--- config.mk ---
export PLATFORM = sky130hd
export DESIGN_NAME = time_keeper
export DESIGN_NICKNAME = d
export VERILOG_FILES = /design/src/rtl/clock_pkg.sv /design/src/rtl/bcd_mod_counter.sv /design/src/rtl/time_keeper.sv
export SDC_FILE = /design/constraint.sdc
export NUM_CORES = 1
export LEC_CHECK = 0
export BUFFER_PORTS_ARGS = -buffer_cell sky130_fd_sc_hd__buf_2
export CAP_MARGIN = 40
export CELL_PAD_IN_SITES_DETAIL_PLACEMENT = 0
export CELL_PAD_IN_SITES_GLOBAL_PLACEMENT = 1
export CORE_ASPECT_RATIO = 0.7
export CORE_MARGIN = 3
export CORE_UTILIZATION = 25
export CTS_CLUSTER_DIAMETER = 150
export DETAILED_ROUTE_END_ITERATION = 6
export PLACE_DENSITY_LB_ADDON = 0.3
export SKIP_LAST_GASP = 1
export SYNTH_ARGS = -nofsm -noshare
export SYNTH_HDL_FRONTEND = slang
export SYNTH_SLANG_ARGS = --single-unit
--- constraint.sdc ---
create_clock -name clk -period 2.55 [get_ports clk]
set_input_delay 0.765 -clock clk [delete_from_list [all_inputs] [get_ports clk]]
set_output_delay 0.765 -clock clk [all_outputs]
set_load 0.05 [all_outputs]
--- src/rtl/clock_pkg.sv ---
// -----------------------------------------------------------------------------
// clock_pkg
//  Shared types and constants for the time-keeping slice.
//  - mode_t      : user-interface mode (RUN / SET_H / SET_M / SET_S)
//  - bcd2_t      : two-digit packed BCD value {tens, ones}
//  - SEC_MAX     : last legal seconds value before wrap (BCD 59)
//  - MIN_MAX     : last legal minutes value before wrap (BCD 59)
//  - to_bcd()    : converts a small binary constant (0..99) to packed BCD,
//                  used to turn the decimal HOUR_MAX parameter into the
//                  value the hour counter compares against.
// -----------------------------------------------------------------------------
package clock_pkg;

  typedef enum logic [1:0] {
    RUN   = 2'd0,
    SET_H = 2'd1,
    SET_M = 2'd2,
    SET_S = 2'd3
  } mode_t;

  typedef logic [7:0] bcd2_t;

  localparam bcd2_t SEC_MAX = 8'h59;
  localparam bcd2_t MIN_MAX = 8'h59;

  function automatic bcd2_t to_bcd(input int unsigned v);
    bcd2_t r;
    r[7:4] = 4'(v / 10);
    r[3:0] = 4'(v % 10);
    return r;
  endfunction

endpackage

--- src/rtl/bcd_mod_counter.sv ---
// -----------------------------------------------------------------------------
// bcd_mod_counter
//  Two-digit BCD counter that wraps to 00 after MAX_BCD.
//  Ports:
//   clk    in   system clock
//   rst_n  in   asynchronous active-low reset (value -> 00)
//   inc    in   advance by one (ones 9->0 carries into tens)
//   clr    in   force value to 00; has priority over inc
//   value  out  registered {tens, ones}
//   wrap   out  combinational: inc && value == MAX_BCD (this inc wraps to 00)
//  The wrap compare uses the full 8-bit BCD value, so the counter can never
//  reach an illegal code as long as MAX_BCD itself is legal BCD.
// -----------------------------------------------------------------------------
module bcd_mod_counter
  import clock_pkg::*;
#(
  parameter bcd2_t MAX_BCD = 8'h59
) (
  input  logic       clk,
  input  logic       rst_n,
  input  logic       inc,
  input  logic       clr,
  output logic [7:0] value,
  output logic       wrap
);

  bcd2_t value_q;

  always_ff @(posedge clk or negedge rst_n) begin
    if (!rst_n) begin
      value_q <= '0;
    end else if (clr) begin
      value_q <= '0;
    end else if (inc) begin
      if (value_q == MAX_BCD) begin
        value_q <= '0;
      end else if (value_q[3:0] == 4'd9) begin
        value_q <= {value_q[7:4] + 4'd1, 4'd0};
      end else begin
        value_q <= {value_q[7:4], value_q[3:0] + 4'd1};
      end
    end
  end

  assign value = value_q;
  assign wrap  = inc && (value_q == MAX_BCD);

endmodule

--- src/rtl/time_keeper.sv ---
// -----------------------------------------------------------------------------
// time_keeper
//  Keeps HH:MM:SS time in BCD from a 1 Hz tick and lets the user set it with
//  two debounced buttons. Sits between the clock divider and the 7-segment
//  display driver.
//  Parameters:
//   HOUR_MAX     last hour before wrap (23 = 24 h clock, 11 = 0..11 mode)
//  Ports:
//   clk          in   system clock
//   rst_n        in   asynchronous active-low reset
//   tick_1hz     in   one-cycle pulse per second
//   blink        in   2 Hz level, 1 = blank the field being set
//   btn_mode     in   one-cycle pulse: RUN -> SET_H -> SET_M -> SET_S -> RUN
//   btn_inc      in   one-cycle pulse: edit the selected field
//   hour_bcd     out  {tens,ones} hours
//   min_bcd      out  {tens,ones} minutes
//   sec_bcd      out  {tens,ones} seconds
//   digit_blank  out  [5:4]=hour, [3:2]=min, [1:0]=sec; 1 = digit off
//   mode         out  current mode (mode_t encoding)
//   day_pulse    out  one-cycle pulse in the cycle the time first reads
//                     00:00:00 after HOUR_MAX:59:59 while running
//  Every output is a register, so any input event shows up one clock later.
// -----------------------------------------------------------------------------
module time_keeper
  import clock_pkg::*;
#(
  parameter int HOUR_MAX = 23
) (
  input  logic       clk,
  input  logic       rst_n,
  input  logic       tick_1hz,
  input  logic       blink,
  input  logic       btn_mode,
  input  logic       btn_inc,
  output logic [7:0] hour_bcd,
  output logic [7:0] min_bcd,
  output logic [7:0] sec_bcd,
  output logic [5:0] digit_blank,
  output logic [1:0] mode,
  output logic       day_pulse
);

  localparam bcd2_t HOUR_MAX_BCD = to_bcd(HOUR_MAX);

  mode_t      mode_q;
  mode_t      mode_next;
  logic [5:0] blank_q;
  logic [5:0] blank_next;
  logic       day_q;

  logic       running;
  logic       edit;
  logic       sec_inc;
  logic       sec_clr;
  logic       min_inc;
  logic       hour_inc;
  logic       sec_wrap;
  logic       min_wrap;
  logic       hour_wrap;
  bcd2_t      sec_val;
  bcd2_t      min_val;
  bcd2_t      hour_val;

  // A mode press takes priority over an edit in the same cycle, so btn_inc is
  // only honoured when btn_mode is quiet. The tick is only honoured in RUN,
  // which means a tick coincident with leaving RUN still lands, while a tick
  // coincident with leaving SET_S is dropped.
  assign running  = (mode_q == RUN);
  assign edit     = btn_inc && !btn_mode;

  // Carries ripple only while running; in the SET modes each field is edited
  // in isolation so a minute wrap never touches the hour.
  assign sec_inc  = running && tick_1hz;
  assign sec_clr  = (mode_q == SET_S) && edit;
  assign min_inc  = running ? sec_wrap : ((mode_q == SET_M) && edit);
  assign hour_inc = running ? min_wrap : ((mode_q == SET_H) && edit);

  bcd_mod_counter #(.MAX_BCD(SEC_MAX)) u_sec (
    .clk   (clk),
    .rst_n (rst_n),
    .inc   (sec_inc),
    .clr   (sec_clr),
    .value (sec_val),
    .wrap  (sec_wrap)
  );

  bcd_mod_counter #(.MAX_BCD(MIN_MAX)) u_min (
    .clk   (clk),
    .rst_n (rst_n),
    .inc   (min_inc),
    .clr   (1'b0),
    .value (min_val),
    .wrap  (min_wrap)
  );

  bcd_mod_counter #(.MAX_BCD(HOUR_MAX_BCD)) u_hour (
    .clk   (clk),
    .rst_n (rst_n),
    .inc   (hour_inc),
    .clr   (1'b0),
    .value (hour_val),
    .wrap  (hour_wrap)
  );

  always_ff @(posedge clk or negedge rst_n) begin
    if (!rst_n) begin
      mode_q  <= RUN;
      blank_q <= '0;
      day_q   <= 1'b0;
    end else begin
      mode_q  <= mode_next;
      blank_q <= blank_next;
      day_q   <= running && hour_wrap;
    end
  end

  // Blanking is derived from the mode being entered rather than the current
  // one, so the blank pattern changes in the same cycle the mode output does.
  always_comb begin
    mode_next  = mode_q;
    blank_next = '0;

    if (btn_mode) begin
      unique case (mode_q)
        RUN:     mode_next = SET_H;
        SET_H:   mode_next = SET_M;
        SET_M:   mode_next = SET_S;
        SET_S:   mode_next = RUN;
        default: mode_next = RUN;
      endcase
    end

    unique case (mode_next)
      SET_H:   blank_next = {blink, blink, 4'b0000};
      SET_M:   blank_next = {2'b00, blink, blink, 2'b00};
      SET_S:   blank_next = {4'b0000, blink, blink};
      default: blank_next = '0;
    endcase
  end

  assign hour_bcd    = hour_val;
  assign min_bcd     = min_val;
  assign sec_bcd     = sec_val;
  assign digit_blank = blank_q;
  assign mode        = mode_q;
  assign day_pulse   = day_q;

endmodule
==> impl_metrics.yaml, run 1 <==
outcome:
  status: "finished, final reports clean"
finish:
  fillerInstances: 748
  fin_util_pct: 31.1
  final_net_count: 244
  final_common_cell: "buf_2"
  diodes: 0
  final_cells: 315
  layout_common_cells: "38 x buf_2, 30 x dfrtp_1, 17 x nor2_1, 17 x ha_1, 14 x o21ai_0"
  drive_gt1_share_pct: 25.3
  area_growth_pct: 16.7
sta:
  fin_setup_tns_ps: 0
  slew_headroom_pct: 53.7
  setup_viol: 0
  rsz0062_at_grt: "false"
  min_period_ps: 2160
  worst_slack_ps: 394
  clock.fmax_mhz: 464
  finClkSkew_ps: 4.34
  final_max_slew_viol_count: 0
  tightest_slew_ps: 695
  hold_violations: 0
  period_share_pct: 84.6
  whs_ps: 492
die:
  dieArea_um2: 8480
  rows: 25
  dieWidth_um: 109
  io_pins: 39
  start_util_pct: 26.6
  core_area_um2: 6940
  die_h_um: 78.0
global_route:
  grt-ovfl-total: 0
  grt_pass1_wl_um: 6960
  grt_usage_pct: 10.4
  grt_start_max_net_pins: 31
  antenna_found_initial: 0
  grt_pass1_vias: 1394
setup_path:
  crit_required_ps: 2710
  cp-start-kind: "flip-flop"
  cp-end-kind: "flip-flop"
  reg2reg_from: "mode[0]"
  startpoint: "mode[0]"
  cp_max_fo: 15
  arrival_ps: 2320
  crit_type: "flip-flop to flip-flop"
detailed_routing:
  route.detailed.wl_per_inst_um: 13.0
  wirelength_um: 4110
  route.detailed.drc: 0
  dr.pass1.iters: 4
  drtIter0Drc: 55
  drtAntennaViolNets: 0
  viasPerCell: 4.59
  routed-via-count: 1446
yosys:
  ys.flop_type: "dfrtp_1"
  syn-cell-area_um2: 1850
  syn_nets: 210
  synth_edf_count: 0
  postSynthAreaPerCell_um2: 9.89
  syn_inst: 187
  async_reset_ff_share_pct: 100
  synth-warning-count: 0
  synth_seq_cells: 30
  synth_cell_types: 41
  ys_seq_area_share_pct: 40.6
power_and_ir_drop:
  p_leak_nw: 1.09
  ir_worst_vdd_v: 0.000360
  power.density_nw_per_um2: 1040
placement:
  hpwl_um: 3010
  place_inst: 308
  gp_congestion: 0.765
  port_buffers: 38
  preCtsSetupSlack_ps: 379
clocking:
  postCtsSetupRepairBufs: 0
  clockRootBuffer: "clkbuf_8"
  postCtsResizedCells: 0
  clock-sinks: 30
  path_clk_slew_ps: 60
  clkLatencyLatePin_ps: 270
  htreeDepth: 2
  cts_tree: "done"
  cts_buffer_depth: 2
  cts-buffers-inserted: 5
  holdBufCountCts: 0
flow_run:
  cap_violations: 0
hold_path:
  min-delay-start: "u_hour.value[7]"
  hold_path_class: "flip-flop to flip-flop"
power by group:
part / internal (mW) / leakage (nW) / total (mW) / switching [mW]
clock: 0.187 / 0.0383 / 0.352 / 0.164
sequential: 0.600 / 0.395 / 0.762 / 0.161
combinational: 0.312 / 0.656 / 1.13 / 0.814
worst max-delay path, stage by stage (launching register included):
cell     delay, ps
dfrtp_1        410
inv_1          140
ha_1           260
and2_1         350
a31oi_4        260
nor3_1         270
mux2_2         350
worst paths after layout:
kind,to,slack [ps],depth (start not counted)
min in group asynchronous,digit_blank[4],530,1
min,u_hour.value[7],490,1
max in group asynchronous,u_hour.value[6],1570,1
min reg2reg,u_hour.value[7],490,1
max reg2reg,u_min.value[7],390,6
max,u_min.value[7],390,6
layout make-up:
class / instances / area (um^2) / share of cell area (%)
multi-input cells: 135 / 982 / 45.5
flip-flops and latches: 30 / 751 / 34.8
repair buffers: 38 / 190 / 8.81
well taps: 94 / 118 / 5.45
clock buffers: 7 / 76.3 / 3.54
inverters: 11 / 41.3 / 1.91
synth_stat cells (2+ instances only):
master	number	area share [%]
dfrtp_1	30	41
ha_1	17	12
nor2_1	17	3.5
o21ai_0	14	3.8
inv_1	11	2.2
nand2_1	10	2.0
a21oi_1	8	2.2
nand3_1	7	1.9
and3_1	6	2.0
nor3_1	6	1.6
o31ai_1	6	2.4
and3b_1	5	2.4
buf_2	3	0.81
buf_4	3	1.2
mux2_2	3	1.8
mux2i_1	3	1.6
nand4_1	3	1.0
a31oi_4	2	2.3
and2_1	2	0.68
and4bb_2	2	1.4
buf_6	2	1.2
clkbuf_1	2	0.41
mux2_4	2	1.6
nand3b_1	2	0.81
o211ai_1	2	0.81
o21ai_1	2	0.54
or3_1	2	0.68
xor2_1	2	0.95
flip-flops by register name, summed over array words and instances (netlist names):
name / count
u_hour.value: 8
u_min.value: 8
u_sec.value: 8
digit_blank: 3
mode: 2
day_pulse: 1
per-stage QoR:
step	area (um^2)	power [mW]
2_1_floorplan	1850	1.65
3_3_place_gp	2080	1.91
3_5_place_dp	2080	1.91
4_1_cts	2160	2.27
5_1_grt	2160	2.42
6_report	2160	2.24
logic make-up after synthesis:
kind of cell	after synthesis	share of synthesized area, %
fa+ha+maj	17	11.5
xor+xnor	2	0.947
compound gates	40	15.2
buf+inv	22	6.29
simple gates	68	20.4
flops	30	40.6
mux	8	5.07
per-layer routing:
layer | wire length, um | global-route usage [%] | vias up
li1 | - | - | 736
met1 | 2210 | 15.4 | 681
met2 | 1650 | 14.1 | 27
met3 | 232 | 3.24 | 2
met4 | 22 | 3.03 | 0
met5 | 0 | 0 | -
Note: power is estimated with default switching activity, not from simulation.
==> inputs of run 2 (changes only) <==
==> constraint.sdc (replaced) <==
create_clock -name clk -period 2.1 [get_ports clk]
set_input_delay 0.63 -clock clk [delete_from_list [all_inputs] [get_ports clk]]
set_output_delay 0.63 -clock clk [all_outputs]
set_load 0.05 [all_outputs]
==> run 2 against run 1 <==
Sequential cell count is the same; first-iteration DRC count shrank 27%; global-route usage up 0.63 points; clock skew is essentially flat; clock power up 23%; final area grew 4.1%; total power grew 25%; critical path depth unchanged; sequential power rose by 20%; clock-buffer cell count unchanged; critical path type unchanged.
==> impl_metrics.yaml, run 2 (synthesized netlist as in run 1, its figures left out) <==
setup_path:
  cp-start-kind: "flip-flop"
  arrival_ps: 2180
  crit_type: "flip-flop to flip-flop"
  cp_max_fo: 5
  cp-end-kind: "flip-flop"
  crit_required_ps: 2260
  reg2reg_from: "mode[0]"
  startpoint: "mode[0]"
detailed_routing:
  drtIter0Drc: 40
  route.detailed.drc: 0
  routed-via-count: 1456
  wirelength_um: 4270
  route.detailed.wl_per_inst_um: 13.1
  viasPerCell: 4.47
  dr.pass1.iters: 4
  drtAntennaViolNets: 0
die:
  io_pins: 39
  dieWidth_um: 109
  core_area_um2: 6940
  die_h_um: 78.0
  start_util_pct: 26.6
  rows: 25
  dieArea_um2: 8480
placement:
  hpwl_um: 3300
  port_buffers: 38
  place_inst: 317
  gp_congestion: 0.739
  placed_area_um2: 2150
power_and_ir_drop:
  p_leak_nw: 1.14
  ir_worst_vdd_v: 0.000438
  power.density_nw_per_um2: 1240
  total_power_mw: 2.79
finish:
  fillerInstances: 755
  final_cell_area_um2: 2250
  diodes: 0
  layout_common_cells: "38 x buf_2, 26 x dfrtp_1, 17 x nor2_1, 17 x ha_1, 14 x o21ai_0"
  area_growth_pct: 21.5
  final_cells: 326
  final_net_count: 255
  final_common_cell: "buf_2"
  drive_gt1_share_pct: 31.0
clocking:
  path_clk_slew_ps: 60
  clockRootBuffer: "clkbuf_8"
  cts-buffers-inserted: 5
  cts_buffer_depth: 2
  holdBufCountCts: 0
  htreeDepth: 2
  clock-sinks: 30
  clkLatencyLatePin_ps: 280
  cts_tree: "done"
flow_run:
  cap_violations: 0
sta:
  final_max_slew_viol_count: 0
  hold_violations: 0
  fin_setup_tns_ps: 0
  finClkSkew_ps: 4.66
  min_period_ps: 2020
  period_share_pct: 96.0
  rsz0062_at_grt: "false"
  tightest_slew_ps: 546
  setup_viol: 0
  whs_ps: 199
  slew_headroom_pct: 63.3
  clock.fmax_mhz: 496
global_route:
  grt_pass1_wl_um: 7290
  grt_pass1_vias: 1404
  grt_start_max_net_pins: 12
  antenna_found_initial: 0
  grt-ovfl-total: 0
  grt_usage_pct: 11.0
outcome:
  status: "finished, final reports clean"
hold_path:
  hold_path_class: "input pin to async pin"
run 2: changes by cell type in the layout (fill, tap and decap cells not counted):
| cell | delta |
|---|---|
| dfrtp_2 | +4 |
| buf_4 | +11 |
| dfrtp_1 | -4 |
| and4b_1 | -1 |
| and4b_2 | +1 |
run 2: final timing paths:
path                                         to  slack (ps)  cells past startpoint
worst min register to register  u_hour.value[7]         500                      1
max in group asynchronous        u_sec.value[5]        1450                      2
worst max-delay path            u_hour.value[1]          80                      6
worst min-delay path             u_sec.value[3]         200                      1
min in group clk                u_hour.value[7]         500                      1
worst max register to register  u_hour.value[1]          80                      6
run 2: worst max-delay path, cell delays in order (launching register included):
cell and delay [ps]:
dfrtp_2 420, inv_1 130, ha_1 230, and4bb_2 300
a31o_4 240, a31oi_4 250, mux2_4 330
run 2: what timing repair did:
| action | in CTS | in global routing |
|---|---|---|
| buffers inserted | 0 | 2 |
| endpoints found under the setup margin | 0 | 2 |
| resized for setup | 0 | 1 |
run 2: area by class of cell:
type | count | area (um^2) | share of cell area, %
Clock buffer | 7 | 76.3 | 3.40
Inverter | 11 | 41.3 | 1.84
Multi-Input combinational cell | 135 | 983 | 43.8
Sequential cell | 30 | 756 | 33.6
Tap cell | 94 | 118 | 5.23
Timing Repair Buffer | 49 | 273 | 12.1
run 2: report_power, final:
group / internal (mW) / total [mW] / switching, mW
sequential: 0.734 / 0.912 / 0.177
combinational: 0.426 / 1.44 / 1.02
clock: 0.228 / 0.434 / 0.206
run 2: stage by stage:
stage / worst slack [ps] / util [%]
2_1_floorplan: 33.7 / -
3_3_place_gp: 150 / 31.0
3_5_place_dp: 113 / 31.0
4_1_cts: 94.1 / 32.1
5_1_grt: 0.707 / 32.4
6_report: 84.7 / 32.4
run 2: routing by layer:
| metal | track usage, % | vias to the layer above | share of wire, % |
|---|---|---|---|
| li1 | - | 759 | - |
| met1 | 16.2 | 664 | 55 |
| met2 | 14.7 | 27 | 39 |
| met3 | 3.82 | 6 | 4.6 |
| met4 | 3.40 | 0 | 1.1 |
| met5 | 0 | - | 0 |
==> inputs of run 3 (changes only) <==
==> constraint.sdc (replaced) <==
create_clock -name clk -period 1.88 [get_ports clk]
set_input_delay 0.564 -clock clk [delete_from_list [all_inputs] [get_ports clk]]
set_output_delay 0.564 -clock clk [all_outputs]
set_load 0.05 [all_outputs]
==> run 3 against run 2 <==
Die area unchanged; sequential power increased by 12%; clock power increased by 53%; clock skew increased by 7.1 ps; largest cell class unchanged; combinational power increased by 23%; non-clock buffer count increased by 8; via count increased by 6.1%; cell count increased by 3.1%; final area increased by 6.2%; critical path type unchanged; sequential share of layout area decreased by 1.7 points; core utilization increased by 2.0 points; sequential cell count unchanged.
==> impl_metrics.yaml, run 3 (synthesized netlist as in run 1, its figures left out) <==
setup_path:
  cp_max_fo: 4
  crit_type: "flip-flop to flip-flop"
  critPathMaxStageDelay_ps: 440
  path_cells: "buf_4, ha_2, and4bb_4, a31o_4, a31oi_4, mux2_4"
  r2r-end: "u_hour.value[0]"
  reg2reg_slack_ps: 60
  cp-start-kind: "flip-flop"
  arrival_ps: 1990
  cp-end-kind: "flip-flop"
  cp_top_family: "flip-flops"
  crit_required_ps: 2040
  rr_worst_depth: 6
  reg2reg_from: "mode[1]"
  critPathBufInv: 1
  slowest_stage: "dfrtp_2"
finish:
  area_growth_pct: 29.1
  drive_gt1_share_pct: 40.5
  final_common_cell: "buf_2"
  final_net_count: 264
  diodes: 0
  seq_area_um2: 763
  layout_common_cells: "38 x buf_2, 20 x dfrtp_1, 19 x buf_4, 17 x nor2_1"
  multiInputGateArea_um2: 1020
  fillerInstances: 741
clocking:
  clockRootBuffer: "clkbuf_8"
  cts-buffers-inserted: 5
  htreeDepth: 2
  path_clk_slew_ps: 70
  holdBufCountCts: 0
  clock-sinks: 30
  cts_tree: "done"
  cts_buffer_depth: 2
  clkLatencyLatePin_ps: 280
die:
  dieWidth_um: 109
  start_util_pct: 26.6
  die_h_um: 78.0
  core_area_um2: 6940
  io_pins: 39
  rows: 25
  dieArea_um2: 8480
global_route:
  grt_start_max_net_pins: 19
  grt_usage_pct: 10.8
  grt-ovfl-total: 0
  grt_pass1_vias: 1499
  antenna_found_initial: 0
  grt_pass1_wl_um: 7360
sta:
  slew_headroom_pct: 70.1
  finClkSkew_ps: 11.7
  period_share_pct: 96.9
  setup_viol: 0
  min_period_ps: 1820
  whs_ps: 215
  clock.fmax_mhz: 549
  hold_violations: 0
  final_max_slew_viol_count: 0
  tightest_slew_ps: 443
detailed_routing:
  route.detailed.wl_per_inst_um: 13.2
  dr.pass1.iters: 4
  drtAntennaViolNets: 0
  drtIter0Drc: 63
  route.detailed.drc: 0
  wirelength_um: 4440
  viasPerCell: 4.60
  routed-via-count: 1545
outcome:
  status: "finished, final reports clean"
power_and_ir_drop:
  ir_worst_vdd_v: 0.000435
  power.density_nw_per_um2: 1440
  total_power_mw: 3.45
  p_leak_nw: 1.18
placement:
  hpwl_um: 3300
  port_buffers: 38
  gp_congestion: 0.735
flow_run:
  cap_violations: 0
hold_path:
  hold_path_class: "input pin to async pin"
run 3: changes by cell type in the layout (fill, tap and decap cells not counted), moves of 2 or more:
cell and change:
ha_2 +2, buf_4 +8, inv_2 +3, dfrtp_1 -6
inv_1 -3, and3b_2 +3, ha_1 -3, dfrtp_2 +6
and3b_1 -3
run 3: layout make-up:
class | count | area share [%]
Inverter | 11 | 1.73
Multi-Input combinational cell | 136 | 42.8
Clock buffer | 6 | 3.04
Clock inverter | 2 | 1.57
Sequential cell | 30 | 32.0
Timing Repair Buffer | 57 | 13.9
Tap cell | 94 | 4.93
run 3: through the flow:
stage	TNS [ps]	instances	utilization [%]	worst slack [ps]	instance area (um^2)
after detailed placement	0	323	32.1	4.17	2230
final	0	336	34.4	58.1	2390
after floorplan	-206	187	-	-103	1890
after global placement	0	323	32.1	27.7	2230
after global routing	-0.0346	336	34.4	-0.0346	2390
after CTS	0	331	33.7	32.5	2340
run 3: per-layer routing:
metal | wire [um] | up-vias | track usage, % | share of wire [%]
met5 | 0 | - | 0 | 0
met3 | 224 | 4 | 3.08 | 5.0
li1 | - | 775 | - | -
met4 | 33 | 0 | 2.27 | 0.74
met1 | 2380 | 730 | 15.7 | 54
met2 | 1800 | 36 | 16.0 | 41
run 3: report_power, final:
group / leakage, nW / internal, mW / switching [mW]
sequential: 0.383 / 0.827 / 0.190
combinational: 0.748 / 0.567 / 1.20
clock: 0.0514 / 0.396 / 0.268
run 3: worst max-delay path by stage:
stage,cells past startpoint,start,end,slack (ps)
2_1_floorplan,7,mode[1],u_hour.value[0],-100
3_3_place_gp,5,btn_mode,u_hour.value[1],30
3_5_place_dp,5,btn_mode,u_hour.value[0],4
4_1_cts,7,mode[1],u_hour.value[7],30
5_1_grt,7,mode[1],u_min.value[1],-0.03
6_report,6,mode[1],u_hour.value[0],60
run 3: timing repair:
action	in CTS	in global routing
pin swaps	1	1
hold endpoints to repair	0	0
setup buffers	0	4
gates resized for setup	0	4
cloned	0	1
endpoints found under the setup margin	2	10
